File: config.mk
export PLATFORM = sky130hd
export DESIGN_NAME = inst_cache_ctrl
export DESIGN_NICKNAME = d
export VERILOG_FILES = /design/src/rtl/inst_cache_ctrl.sv
export SDC_FILE = /design/constraint.sdc
export NUM_CORES = 1
export LEC_CHECK = 0
export ABC_AREA = 1
export BUFFER_PORTS_ARGS = -buffer_cell sky130_fd_sc_hd__buf_2
export CORE_ASPECT_RATIO = 1.5
export CORE_MARGIN = 2
export CORE_UTILIZATION = 40
export CTS_BUF_LIST = sky130_fd_sc_hd__clkbuf_4 sky130_fd_sc_hd__clkbuf_8
export CTS_CLUSTER_SIZE = 14
export DETAILED_ROUTE_END_ITERATION = 7
export PLACE_DENSITY_LB_ADDON = 0.08
export SLEW_MARGIN = 40
export SYNTH_ARGS = -nofsm -noshare
export SYNTH_HDL_FRONTEND = slang
export SYNTH_SLANG_ARGS = --single-unit
File: constraint.sdc
create_clock -name CLK -period 11.4 [get_ports CLK]
set_clock_uncertainty 0.15 [all_clocks]
set_input_delay 2.28 -clock CLK [delete_from_list [all_inputs] [get_ports CLK]]
set_output_delay 2.28 -clock CLK [all_outputs]
set_load 0.05 [all_outputs]
File: src/rtl/inst_cache_ctrl.sv
// Direct-mapped, read-only instruction cache controller.
// Hits return the addressed word combinationally; misses stall the CPU,
// fetch a 128-bit block over a request/busywait handshake, install it and
// then complete as a hit. A 16-bit counter tracks misses since reset.
module inst_cache_ctrl #(
  parameter int BLOCKS    = 8,
  parameter int ADDR_BITS = 10
) (
  input  logic                 CLK,
  input  logic                 RESET,
  input  logic [31:0]          address,
  input  logic                 read,
  output logic [31:0]          readdata,
  output logic                 busywait,
  output logic                 mem_read,
  output logic [ADDR_BITS-5:0] mem_address,
  input  logic [127:0]         mem_readdata,
  input  logic                 mem_busywait,
  output logic [15:0]          miss_count
);

  localparam int INDEX_BITS = $clog2(BLOCKS);
  localparam int TAG_BITS   = ADDR_BITS - INDEX_BITS - 4;

  typedef enum logic [1:0] {
    IDLE     = 2'd0,
    MEM_READ = 2'd1,
    UPDATE   = 2'd2
  } state_e;

  state_e                state_q, state_d;
  logic [127:0]          data_q [BLOCKS];
  logic [TAG_BITS-1:0]   tag_q  [BLOCKS];
  logic [BLOCKS-1:0]     valid_q;
  logic [127:0]          fill_q;
  logic [15:0]           miss_count_q;

  // Address fields; byte-lane bits and the high PC bits play no part.
  logic [TAG_BITS-1:0]   addr_tag;
  logic [INDEX_BITS-1:0] addr_index;
  logic [1:0]            addr_offset;
  logic                  hit;
  logic                  unused_addr_bits;

  assign addr_tag         = address[ADDR_BITS-1 -: TAG_BITS];
  assign addr_index       = address[4 +: INDEX_BITS];
  assign addr_offset      = address[3:2];
  assign unused_addr_bits = ^{address[31:ADDR_BITS], address[1:0]};

  assign hit        = valid_q[addr_index] && (tag_q[addr_index] == addr_tag);
  assign readdata   = data_q[addr_index][32*addr_offset +: 32];
  assign miss_count = miss_count_q;

  // Next-state decode and handshake outputs, all derived from the current state.
  always_comb begin
    // NOTE: every output gets a default before the case so no path leaves one unassigned (no latches).
    state_d     = state_q;
    busywait    = 1'b0;
    mem_read    = 1'b0;
    mem_address = '0;
    unique case (state_q)
      IDLE: begin
        busywait = read && !hit;
        if (read && !hit) state_d = MEM_READ;
      end
      MEM_READ: begin
        busywait    = 1'b1;
        mem_read    = 1'b1;
        mem_address = {addr_tag, addr_index};
        if (!mem_busywait) state_d = UPDATE;
      end
      UPDATE: begin
        busywait = 1'b1;
        state_d  = IDLE;
      end
      default: state_d = IDLE;
    endcase
  end

  // Control state: FSM, valid bits, fill register and miss counter.
  always_ff @(posedge CLK) begin
    // NOTE: sequential state uses non-blocking assignments so every register samples pre-edge values.
    if (RESET) begin
      state_q      <= IDLE;
      valid_q      <= '0;
      fill_q       <= '0;
      miss_count_q <= '0;
    end else begin
      state_q <= state_d;
      if (state_q == IDLE && state_d == MEM_READ) miss_count_q <= miss_count_q + 16'd1;
      if (state_q == MEM_READ && !mem_busywait)   fill_q <= mem_readdata;
      if (state_q == UPDATE)                      valid_q[addr_index] <= 1'b1;
    end
  end

  // Line install: data and tag written from the fill register in UPDATE.
  always_ff @(posedge CLK) begin
    // NOTE: data and tag arrays are deliberately not reset; the valid bits alone gate their use.
    if (!RESET && state_q == UPDATE) begin
      data_q[addr_index] <= fill_q;
      tag_q[addr_index]  <= addr_tag;
    end
  end

endmodule
# Yosys cells after proc, flatten, opt, wreduce, memory -nomap -nowiden
# Memory sizes are Yosys's and may differ from the RTL's.
# Index checks and enable logic that the tools add are counted.
word_totals:
  reg_bits: 154
  ram_bits: 1048
  output_inout_bits: 56
  memories: 2
  in_bits: 164
  word_cells: 38
memory_table:
  columns: ["name", "depth", "width", "rd", "rd_clocked_by_memory_dff", "wr", "line_no", "source"]
  rows:
  - ["data_q", 8, 128, 1, 0, 1, "32", "logic [127:0] data_q [BLOCKS];"]
  - ["tag_q", 8, 3, 1, 0, 1, "33", "logic [TAG_BITS-1:0] tag_q [BLOCKS];"]
op_classes:
  reduce_logical: 11
  eq_ne: 4
  add_sub_neg: 1
  n_mux: 12
  shift: 1
  n_lt_le_gt_ge: 2
  n_bitwise: 1
op_table:
  columns: ["op", "count"]
  rows:
  - ["$shiftx 128x8->32", 1]
  - ["$add 16x1->16 const B", 1]
  - ["$or 8x8->8", 1]
  - ["$logic_and 1x1->1", 6]
  - ["$mux 6", 1]
  - ["$mux 1", 5]
  - ["$eq 2x1->1 const B", 2]
  - ["$lt 3x4->1 const B", 1]
  - ["$mux 2", 2]
  - ["$pmux 2 s2", 1]
  - ["$bmux 1 s3", 1]
  - ["$demux 1 s3", 1]
  - ["$eq 3x3->1", 1]
  - ["$ge 3x1->1 const B", 1]
  - ["$logic_not 1->1", 3]
  - ["$eq 2x2->1 const B", 1]
  - ["$logic_not 2->1", 1]
  - ["$pmux 1 s2", 1]
  - ["$reduce_or 2->1", 1]

# Longest topological paths before layout
# Gate-level depths: netlist of the first run.
logic_depth:
  word_depth: 9
  depth_mapped: 17

# Worst setup path before layout of the first run
# Ideal clock, no wire load.
synth_timing:
  path_type: "input port to flip-flop"
  from: "in address[4]"
  to: "mem data_q[4][0] (enable)"
  required_time_ns: 10.628
  stages: 6
  setup_slack_ns: 2.003
  t_arrival_ns: 8.625
  cell_sequence: "buf_6 buf_4 nor2_1 buf_2 inv_1 nor2_1"
synth_rtl:
  columns: ["element", "line_no", "source"]
  rows:
  - ["start: declaration", "11", "input logic [31:0] address,"]
  - ["end: declaration", "32", null]
# No word-level cell before the write port.

# Final worst setup path of the first run
layout_timing:
  from: "in address[4]"
  to: "out readdata[5]"
layout_between:
  elab_chain_len: 2
layout_lines:
  columns: ["element", "line_no", "source"]
  rows:
  - ["$mem_v2 8x128", null, null]
  - ["$shiftx 128x8->32", "51", "assign readdata = data_q[addr_index][32*addr_offset +: 32];"]
  - ["end: declaration", "13", "output logic [31:0] readdata,"]
# No other way between the ends.

==> metrics.md, run 1 <==
| Metric | Value |
|---|---|
| Worst slew pin tran | 0.884 ns |
| Setup Buffers After CTS | 0 |
| Register area share after synthesis | 77.5% |
| Switch share | 23.6% |
| Finished Layout Cells | 5,086 |
| Area delta synth->final | 14.7% |
| Drt wl/cell | 27.3 um |
| WP data required | 8.97 ns |
| CTS Sinks | 1,202 |
| Slowest CP cell | buf_4 |
| Max Clock Freq | 117 MHz |
| Hold Path Class | reg2reg |
| Critical Path Source | address[4] |
| Clock root cell | clkbuf_8 |
| Setup crit end | readdata[5] |
| Flop pwr share | 54.7% |
| Total I/O pin count | 220 |
| DP HPWL | 75.0 mm |
| WL final | 139 mm |
| R2r worst-path depth | 9 |
| Cell variety after synth | 46 |
| # DRC | 0 |
| DR vias | 28,175 |
| Most frequent cells in the layout | edfxtp_1, nand2_1, nor2_1 |
| Int Pwr | 6.94 mW |
| DR iter-0 viols | 2,368 |
| R2r endpoint | fill_q[116] |
| Placed Area | 47,400 um^2 |
| CP startpoint kind | input port |
| CTS tree | yes |
| Critical path fanouts, max | 48 |
| Warnings, synthesis | 0 |
| CP arrival | 6.13 ns |
| Reg clk slew, reported paths | 0.06 ns |
| Die width | 277 um |
| Share of cells above drive strength 1 | 16.6% |
| Yosys reg bits | 1,202 |
| Die ar. | 114,000 um^2 |
| Clock power frac | 39.4% |
| Post_cts resized | 0 |
| Num CTS Buffers | 177 |
| Worst slew margin | 41.1% |
| Vias in the first global route | 28,290 |
| Max-cap check violation count | 0 |
| Final hold violation count | 0 |
| Top FF cell, synth | edfxtp_1 |
| Clock Path Buffers | 3 |
| Worst skew pair latency | 0.86 ns |
| Final setup viols | 0 |
| Core area | 111,000 um^2 |
| Largest net degree at the start of global routing | 71 |
| Hold-fix buffers, CTS | 0 |
| Comb power frac | 5.9% |
| Crit-path max cell delay | 0.55 ns |
| RD Place Congestion | 0.798 |
| Fin util | 46.0% |
| Initial core utilization | 40.1% |
| Lkg Pwr | 17.9 nW |
| Status | finished clean |
| Flop2flop setup slack | 8.07 ns |
| Pre-antenna DRT Iters | 5 |
| Post-Layout Inst Area | 51,200 um^2 |
| Pins Over Slew Limit | 0 |
| Syn_area_per_cell | 13.8 um^2 |
| P_sw | 2.14 mW |
| H-Tree Depth | 4 |
| Rows | 150 |
| Seq. cell area | 34,600 um^2 |
| Total negative slack | 0 ns |
| Power per cell area | 178 nW/um^2 |
| Crit path kind | in2out |
| Crit path max-delay family | buffers and inverters |
| Gr ovfl total | 0 |
| Area occupied by multi-input gates | 8790 um^2 |
| Crit path buffers/inverters | 6 |
| Unrepaired setup endpoints after global routing | false |
| Antenna violations before repair | 4 |
| VDD IR max | 0.0865 mV |
| Die H | 413 um |
| Final ANT Viol Nets | 0 |
| Period utilisation layout | 75.1% |
| Fraction of registers with async set/reset | 0% |
| Period minus WS final | 8.56 ns |
| Number of enable flip-flop cells after synthesis | 1,048 |
| Vias per inst | 5.54 |
| Fillers | 10,085 |
| Reg-to-reg startpoint | state_q[1] |
| Cell Area, Synth | 44,600 um^2 |
| Final nets | 3,663 |
| Cell count after synthesis | 3,224 |
| Syn nets | 3,393 |
| Commonest non-fill, non-tap cell in the layout | edfxtp_1 |
| Total Routing Usage GR | 24.1% |
| Worst Hold Slack | 0.317 ns |
| Port Buffers | 195 |
| Cell count after placement | 4,756 |
| CP Capture Type | output pin |
| First-pass GRT wire length | 198 mm |
| Critical-path cell list | buf_2 -> inv_4 -> nand2_1 -> buf_4 -> inv_6 -> buf_4 -> nand2_1 -> o211ai_1 -> a211oi_1 -> nand3_1 -> o211ai_1 -> o21ai_0 -> buf_2 |
| Crit. path cell count | 13 |
## through the flow
| stage | power (mW) | setup slack (ns) |
|---|---|---|
| floorplan | 5.33 | 2.00 |
| global placement | 5.59 | 2.69 |
| detailed placement | 5.60 | 2.72 |
| CTS | 9.18 | 2.70 |
| global route | 9.40 | 2.64 |
| finish | 9.08 | 2.84 |
## cells by family (layout without fill, tap and decap cells)
kind of cell               count (synthesis)  after routing  synth area share [%]
and+or+nand+nor                         1074           1074                  9.93
AOI/OAI and AO/OA                        591            591                  9.10
xor gates and xnor gates                  14             14                 0.275
adders and majority gates                  5              5                 0.140
DFF                                     1202           1202                  77.5
buffers and inverters                    338            754                  3.07
other                                      0              2                     0
## routing by layer
metal / up-vias / GRT usage (%) / share of wire (%)
li1: 12500 / - / -
met1: 14435 / 32.6 / 44
met2: 1036 / 39.7 / 47
met3: 202 / 4.74 / 6.4
met4: 2 / 7.19 / 2.7
met5: - / 0 / 0.0065
## registers in the layout, summed over array words and instances (netlist names)
name        count
valid_q         8
miss_count     16
state_q         2
tag_q          24
fill_q        128
data_q       1024
## worst min path at each step
| stage | from | end | slack, ns | cells after the start |
|---|---|---|---|---|
| after floorplan | valid_q[1] | valid_q[1] | 0.28 | 2 |
| after global placement | valid_q[3] | valid_q[3] | 0.29 | 2 |
| after detailed placement | valid_q[3] | valid_q[3] | 0.30 | 2 |
| after CTS | valid_q[3] | valid_q[3] | 0.32 | 2 |
| after global routing | valid_q[6] | valid_q[6] | 0.35 | 2 |
| final | valid_q[3] | valid_q[3] | 0.32 | 2 |
## tightest hold or removal path, delay by kind of cell, from the launching register on
family | cells | cell delay [ns]
flip-flops | 1 | 0.33
AND/OR/NAND/NOR | 1 | 0.05
AO/OA/AOI/OAI | 1 | 0.05
## power groups by stage
| stage | registers, mW | logic (mW) | clock network (mW) |
|---|---|---|---|
| 6_report | 4.97 | 0.540 | 3.58 |
| 5_1_grt | 4.98 | 0.579 | 3.84 |
| 4_1_cts | 4.97 | 0.542 | 3.66 |
| 3_5_place_dp | 5.06 | 0.540 | 0 |
| 3_3_place_gp | 5.05 | 0.537 | 0 |
| 2_1_floorplan | 5.03 | 0.303 | 0 |
## layout make-up
class                      count  share of cell area, %
timing repair buffer         271                   3.37
inverter                     158                   1.21
tap                         1444                   3.53
clock buffer                 263                   6.33
multi-input combinational   1684                   17.2
antenna                        2                0.00978
clock inverter                62                  0.815
sequential                  1202                   67.6
## cell usage after synthesis, types with 3 or more instances
library cell	count	share of area [%]
a211oi_1	20	0.34
a21oi_1	68	0.76
a221oi_1	123	2.4
a22o_1	42	0.82
a22oi_1	74	1.2
a31o_2	3	0.059
a41oi_1	4	0.079
and3_1	6	0.084
buf_1	18	0.15
buf_2	48	0.54
buf_4	6	0.10
clkbuf_1	106	0.89
dfxtp_1	154	6.9
edfxtp_1	1048	71
ha_1	5	0.14
inv_1	151	1.3
inv_2	5	0.042
nand2_1	540	4.5
nand2_2	4	0.056
nand3_1	76	0.85
nand4_1	99	1.4
nor2_1	338	2.8
nor3_1	5	0.056
o211ai_1	45	0.76
o21ai_0	184	2.1
o22ai_1	4	0.056
o2bb2ai_1	10	0.20
xnor2_1	6	0.12
xor2_1	8	0.16
Power figures use the tool's default switching activity.
==> inputs of run 2 (changes only) <==
==> constraint.sdc (replaced) <==
create_clock -name CLK -period 7.41 [get_ports CLK]
set_clock_uncertainty 0.15 [all_clocks]
set_input_delay 1.482 -clock CLK [delete_from_list [all_inputs] [get_ports CLK]]
set_output_delay 1.482 -clock CLK [all_outputs]
set_load 0.05 [all_outputs]
==> run 2 against run 1 <==
Worst setup slack got worse by 1.4 ns. Die area unchanged. Flip-flop and latch count stayed put. Clock power rose by 59%. Sequential share of layout area decreased by 0.85 points. Non-clock buffer count up 27. Combinational power rose by 55%. Power up 56%. Global-route usage shrank 0.19 points. Sequential power up 54%. Core utilization rose by 0.59 points. Highest routed layer is now met4.
==> metrics.md, run 2 (synthesis gave the netlist of run 1 again) <==
| Metric | Value |
|---|---|
| Placed Area | 47,900 um^2 (+1.0%) |
| Crit path kind | in2out |
| Largest net degree at the start of global routing | 103 (+45%) |
| Hold Path Class | reg2reg |
| Pwr Total | 14.2 mW (+56%) |
| Area delta synth->final | 16.2% |
| Reg clk slew, reported paths | 0.05 ns (about the same) |
| Worst skew pair latency | 0.88 ns (+0.02 ns) |
| Final setup viols | 0 (unchanged) |
| Flop pwr share | 53.9% (-0.8 points) |
| Flop2flop setup slack | 4.55 ns (-3.52 ns) |
| Worst slew margin | 41.2% (+0.075 points) |
| Max-cap check violation count | 0 (unchanged) |
| Switch share | 23.4% (-0.16 points) |
| Worst Hold Slack | 0.315 ns (-0.00257 ns) |
| Initial core utilization | 40.1% (unchanged) |
| Setup crit end | readdata[19] |
| WL final | 137 mm (-1.0%) |
| Fillers | 9,930 (-1.5%) |
| First-pass GRT wire length | 197 mm (-0.19%) |
| Largest registers | data_q (1024), fill_q (128), tag_q (24) |
| Die ar. | 114,000 um^2 (unchanged) |
| Post_cts resized | 0 (unchanged) |
| Port Buffers | 195 (unchanged) |
| WP data required | 5.78 ns (-3.19 ns) |
| # DRC | 0 (unchanged) |
| Most frequent cells in the layout | edfxtp_1, nand2_1, nor2_1 |
| Critical Path Source | address[5] |
| Hold_sp | valid_q[3] |
| VDD IR max | 0.153 mV (+77%) |
| DR vias | 28,147 (-0.099%) |
| Fin util | 46.6% (+0.59 points) |
| Final hold violation count | 0 (unchanged) |
| Clock root cell | clkbuf_8 |
| Max reg flops | 1,024 (unchanged) |
| Share of cells above drive strength 1 | 17.8% (+1.2 points) |
| Critical Path Most Common Cell | nand2_1 |
| Slowest CP cell | inv_4 |
| Period utilisation layout | 80.6% |
| Lkg Pwr | 18.2 nW (+1.7%) |
| Register bank with the most flops | data_q |
| Setup Buffers After CTS | 0 (unchanged) |
| CTS tree | yes |
| Final nets | 3,694 (+0.85%) |
| DR iter-0 viols | 2,260 (-4.6%) |
| Setup ws final | 1.44 ns (-1.40 ns) |
| Int Pwr | 10.9 mW (+57%) |
| Status | finished clean |
| Vias per inst | 5.49 (-0.88%) |
| Total Routing Usage GR | 23.9% (-0.19 points) |
| P_sw | 3.33 mW (+55%) |
| CTS Sinks | 1,202 (unchanged) |
| CP startpoint kind | input port |
| Commonest non-fill, non-tap cell in the layout | edfxtp_1 |
| Max Clock Freq | 168 MHz |
| Vias in the first global route | 28,426 (+0.48%) |
| Comb power frac | 5.9% (about the same) |
| Rows | 150 (unchanged) |
| Pre-antenna DRT Iters | 6 (+1) |
| R2r worst-path depth | 7 (-2) |
| Drt wl/cell | 26.8 um (-1.8%) |
| Antenna violations before repair | 2 (-2) |
| Hold-fix buffers, CTS | 0 (unchanged) |
| Critical-path cell list | buf_2 -> nand2_1 -> inv_1 -> nand2_1 -> inv_4 -> buf_4 -> nand2_1 -> nand4_1 -> o221ai_1 -> nand2_1 -> buf_2 |
| Dpl ws | 1.43 ns (-1.29 ns) |
| Final ANT Viol Nets | 0 (unchanged) |
| Core area | 111,000 um^2 (unchanged) |
| R2r endpoint | data_q[7][34] |
| RD Place Congestion | 0.785 (-1.6%) |
| CP arrival | 4.34 ns (-1.79 ns) |
| Clock power frac | 40.2% (+0.8 points) |
| Post-Layout Inst Area | 51,800 um^2 (+1.3%) |
| Die H | 413 um (unchanged) |
| Gr ovfl total | 0 (unchanged) |
| Unrepaired setup endpoints after global routing | false |
| H-Tree Depth | 4 (unchanged) |
| Clock Path Buffers | 3 (unchanged) |
| Crit-path max cell delay | 0.56 ns (about the same) |
| Worst slew pin tran | 0.883 ns (-0.00112 ns) |
| Die width | 277 um (unchanged) |
| Critical path fanouts, max | 37 (-23%) |
| Num CTS Buffers | 181 (+2.3%) |
| CP Capture Type | output pin |
| Pins Over Slew Limit | 0 (unchanged) |
| Total I/O pin count | 220 (unchanged) |
| Reg-to-reg startpoint | state_q[0] |
| Power per cell area | 274 nW/um^2 (+54%) |
| DP HPWL | 75.3 mm (+0.40%) |
| Period minus WS final | 5.97 ns |
==> run 2: changes by cell type in the layout (fill, tap and decap cells not counted), moves of 3 or more <==
cell        previous run  this run
buf_4                 57        71
clkbuf_8             202       221
buf_6                  9         0
clkinv_2              21        13
clkbuf_4              61        69
o21ai_0              181       184
buf_12                 9        30
clkinv_1              30        19
clkinvlp_4             6        11
==> run 2: area by class of cell <==
cell class              instances  area [um^2]  share of cell area (%)
repair buffers                298         2160                    4.17
clock buffers                 290         3560                    6.87
clock inverters                48          327                   0.630
inverters                     158          611                    1.18
flip-flops and latches       1202        34600                    66.7
diodes                          2         5.00                 0.00966
multi-input cells            1684         8780                    17.0
well taps                    1444         1810                    3.49
==> run 2: critical path, delay by kind of cell <==
kind / cells / cell delay, ns
AO/OA/AOI/OAI: 1 / 0.28
buffers and inverters: 5 / 1.73
AND/OR/NAND/NOR: 5 / 0.78
==> run 2: metal layers <==
layer  track usage, %  up-vias  share of wire (%)
met4             6.46        0                2.2
met3             4.60      190                6.1
met5                0        -                  0
met2             40.5      957                 49
li1                 -    12572                  -
met1             31.7    14428                 43
==> run 2: worst min path at each step <==
stage | cells past startpoint | end
finish | 2 | valid_q[3]
global placement | 2 | valid_q[5]
global route | 2 | valid_q[5]
CTS | 2 | valid_q[3]
floorplan | 2 | valid_q[1]
detailed placement | 2 | valid_q[3]
==> run 2: power by group through the flow <==
| stage | Clock, mW | Combinational, mW | Sequential [mW] |
|---|---|---|---|
| after floorplan | 0 | 0.466 | 7.74 |
| after global placement | 0 | 0.840 | 7.77 |
| after detailed placement | 0 | 0.843 | 7.79 |
| after CTS | 5.83 | 0.846 | 7.65 |
| after global routing | 6.11 | 0.898 | 7.67 |
| final | 5.71 | 0.838 | 7.65 |
==> run 2: stage by stage <==
| step | instances | setup TNS (ns) |
|---|---|---|
| floorplan | 3224 | -219.83 |
| global placement | 4783 | 0 |
| detailed placement | 4786 | 0 |
| CTS | 5124 | 0 |
| global route | 5126 | 0 |
| finish | 5126 | 0 |
==> inputs of run 3 (changes only) <==
--- a/config.mk
+++ b/config.mk
@@ -5,7 +5,7 @@
 export SDC_FILE = /design/constraint.sdc
 export NUM_CORES = 1
 export LEC_CHECK = 0
-export ABC_AREA = 1
+export ABC_AREA = 0
 export BUFFER_PORTS_ARGS = -buffer_cell sky130_fd_sc_hd__buf_2
 export CORE_ASPECT_RATIO = 1.5
 export CORE_MARGIN = 2
==> constraint.sdc (replaced) <==
create_clock -name CLK -period 5.3 [get_ports CLK]
set_clock_uncertainty 0.15 [all_clocks]
set_input_delay 1.06 -clock CLK [delete_from_list [all_inputs] [get_ports CLK]]
set_output_delay 1.06 -clock CLK [all_outputs]
set_load 0.05 [all_outputs]
==> run 3 against run 2 <==
Sequential power rose by 37%. First-iteration DRC count rose by 10%. Synthesized area rose by 1.1%. Routed wire length rose by 3.0%. Non-clock buffer count rose by 50. Global-route usage rose by 0.45 points. Cell count fell by 4.3%. Via count fell by 1.2%. Clock power rose by 39%. Largest cell class unchanged. Highest routed layer is now met5.
==> metrics.md, run 3 <==
| Metric | Value |
|---|---|
| Status | finished clean |
| Pre-antenna DRT Iters | 5 (-1) |
| Die ar. | 116,000 um^2 (+1.1%) |
| RD Place Congestion | 0.769 (-2.0%) |
| Most frequent cells in the layout | edfxtp_1, nand2_1, a21oi_1 |
| Crit-path max cell delay | 0.42 ns (-0.14 ns) |
| Top cells by area, synth | edfxtp_1, dfxtp_1, a22oi_1, nand2_1, a21oi_1 |
| Power per cell area | 372 nW/um^2 (+36%) |
| Clock root cell | clkbuf_8 |
| Post_cts resized | 0 (unchanged) |
| WP data required | 4.09 ns (-1.69 ns) |
| Top FF cell, synth | edfxtp_1 |
| Die width | 278 um (+0.55%) |
| DP HPWL | 80.9 mm (+7.4%) |
| CP Capture Type | output pin |
| Drt wl/cell | 28.8 um (+7.6%) |
| Worst skew pair latency | 0.90 ns (+0.02 ns) |
| Total negative slack | 0 ns (unchanged) |
| Final ANT Viol Nets | 0 (unchanged) |
| Vias in the first global route | 28,572 (+0.51%) |
| Cell count after synthesis | 2,974 (-7.8%) |
| WL final | 141 mm (+3.0%) |
| Largest registers | data_q (1024), fill_q (128), tag_q (24) |
| Number of enable flip-flop cells after synthesis | 1,048 (unchanged) |
| Port Buffers | 195 (unchanged) |
| Gr ovfl total | 0 (unchanged) |
| Commonest non-fill, non-tap cell in the layout | edfxtp_1 |
| CTS Sinks | 1,202 (unchanged) |
| Pwr Total | 19.8 mW (+40%) |
| Critical Path Most Common Cell | buf_4 |
| Area delta synth->final | 17.9% |
| Critical path fanouts, max | 23 (-38%) |
| Max Clock Freq | 205 MHz |
| Final nets | 3,476 (-5.9%) |
| Antenna violations before repair | 4 (+2) |
| Final hold violation count | 0 (unchanged) |
| Worst slew margin | 40.5% (-0.70 points) |
| Max-cap check violation count | 0 (unchanged) |
| Yosys top cell by area | edfxtp_1 |
| Largest net degree at the start of global routing | 129 (+25%) |
| H-Tree Depth | 4 (unchanged) |
| Rows | 150 (unchanged) |
| Cell Area, Synth | 45,100 um^2 (+1.1%) |
| Max reg flops | 1,024 (unchanged) |
| Yosys reg bits | 1,202 (unchanged) |
| Lkg Pwr | 16.9 nW (-7.2%) |
| Fraction of registers with async set/reset | 0% (unchanged) |
| Total Routing Usage GR | 24.4% (+0.45 points) |
| Vias per inst | 5.67 (+3.2%) |
| DR vias | 27,818 (-1.2%) |
| Initial core utilization | 40.4% (+0.25 points) |
| Share of cells above drive strength 1 | 22.5% (+4.7 points) |
| Worst slew pin tran | 0.893 ns (+0.0105 ns) |
| Syn_area_per_cell | 15.2 um^2 (+9.6%) |
| Register area share after synthesis | 76.6% (-0.86 points) |
| Setup Buffers After CTS | 0 (unchanged) |
| CP arrival | 3.66 ns (-0.68 ns) |
| Flop2flop setup slack | 2.59 ns (-1.96 ns) |
| Most frequent cells after synthesis | edfxtp_1, nand2_1, a21oi_1, a22oi_1, dfxtp_1 |
| VDD IR max | 0.191 mV (+25%) |
| Most common cell in the netlist | edfxtp_1 |
| Hold Path Class | in2reg |
| Cell count after placement | 4,568 (-4.6%) |
| Finished Layout Cells | 4,908 (-4.3%) |
| Cell variety after synth | 55 (+20%) |
| Warnings, synthesis | 0 (unchanged) |
| CP startpoint kind | input port |
| Unrepaired setup endpoints after global routing | false |
| Crit path kind | in2out |
| Synth top area share | 69.8% (-0.79 points) |
| Die H | 415 um (+0.56%) |
| Pins Over Slew Limit | 0 (unchanged) |
| Total I/O pin count | 220 (unchanged) |
| Core area | 112,000 um^2 (+0.51%) |
| Hold-fix buffers, CTS | 0 (unchanged) |
| Clock Path Buffers | 3 (unchanged) |
| Syn nets | 3,143 (-7.4%) |
| # DRC | 0 (unchanged) |
| Period utilisation layout | 91.8% |
| Register bank with the most flops | data_q |
| DR iter-0 viols | 2,492 (+10%) |
| Final setup viols | 0 (unchanged) |
| First-pass GRT wire length | 202 mm (+2.3%) |
| Critical-path cell list | buf_6 -> buf_4 -> and2_1 -> buf_4 -> buf_4 -> a21oi_1 -> o211ai_1 -> nand3_1 -> o21ai_0 -> buf_4 -> buf_12 |
| CTS tree | yes |
| Period minus WS final | 4.87 ns |
| Slowest CP cell | o211ai_1 |
| Num CTS Buffers | 181 (unchanged) |
| Reg clk slew, reported paths | 0.07 ns (+0.02 ns) |
==> run 3: cell count changes after synthesis, moves of 18 or more <==
cell,change
nor2_1,-242
a21oi_1,+190
nand2_1,-143
inv_1,-139
a22oi_1,+126
o21ai_0,-98
mux2i_1,+86
a221oi_1,-78
mux2_2,+62
nand4_1,-44
a211oi_1,-18
==> run 3: kinds of logic (layout without fill, tap and decap cells) <==
logic type | count (synthesis) | count (layout) | share of synthesized area (%)
other | 0 | 3 | 0
AOI/OAI and AO/OA | 734 | 734 | 10.7
adders and majority gates | 5 | 5 | 0.139
xor gates and xnor gates | 2 | 2 | 0.0388
and+or+nand+nor | 657 | 657 | 6.24
muxes | 163 | 163 | 4.18
DFF | 1202 | 1202 | 76.6
buffers and inverters | 211 | 698 | 2.08
==> run 3: layer usage <==
| layer | up-vias | GRT usage [%] | routed length (um) |
|---|---|---|---|
| met2 | 970 | 41.4 | 70100 |
| met4 | 2 | 9.15 | 5060 |
| met3 | 223 | 4.67 | 8550 |
| li1 | 12225 | - | - |
| met1 | 14398 | 31.0 | 57700 |
| met5 | - | 0 | 17 |
==> run 3: worst paths after layout <==
| path | start | to | cells past startpoint |
|---|---|---|---|
| setup / recovery | address[6] | readdata[1] | 11 |
| hold / removal | mem_readdata[121] | fill_q[121] | 3 |
| hold reg to reg | valid_q[3] | valid_q[3] | 1 |
| setup reg to reg | state_q[0] | data_q[2][110] | 5 |
==> run 3: critical path: cells and delay by family <==
family | cells | cell delay (ns)
buffers and inverters | 6 | 1.38
and+or+nand+nor | 2 | 0.44
AOI/OAI and AO/OA | 3 | 0.72
==> run 3: cell type report <==
type	instances	area, um^2
clock inverter	54	405
antenna	3	7.51
sequential	1202	34600
tap	1444	1810
clock buffer	283	3430
timing repair buffer	348	3190
multi-input combinational	1561	9750
fill	9674	58500
inverter	13	51.3
==> run 3: power breakdown <==
part / switching (mW) / total, mW / leakage [nW] / internal [mW]
registers: 0.119 / 10.5 / 9.74 / 10.3
clock network: 3.61 / 7.96 / 2.03 / 4.35
logic: 0.898 / 1.39 / 5.12 / 0.496
total: 4.63 / 19.8 / 16.9 / 15.2
==> run 3: per-stage QoR <==
step,setup WS [ns],area [um^2],hold WS [ns],util (%)
4_1_cts,0.453,53200,0.136,47.6
5_1_grt,0.376,53200,0.188,47.6
6_report,0.434,53200,0.241,47.6
3_5_place_dp,0.452,49300,0.290,44.2
3_3_place_gp,0.421,49300,0.278,44.1
2_1_floorplan,-0.451,45200,0.271,-
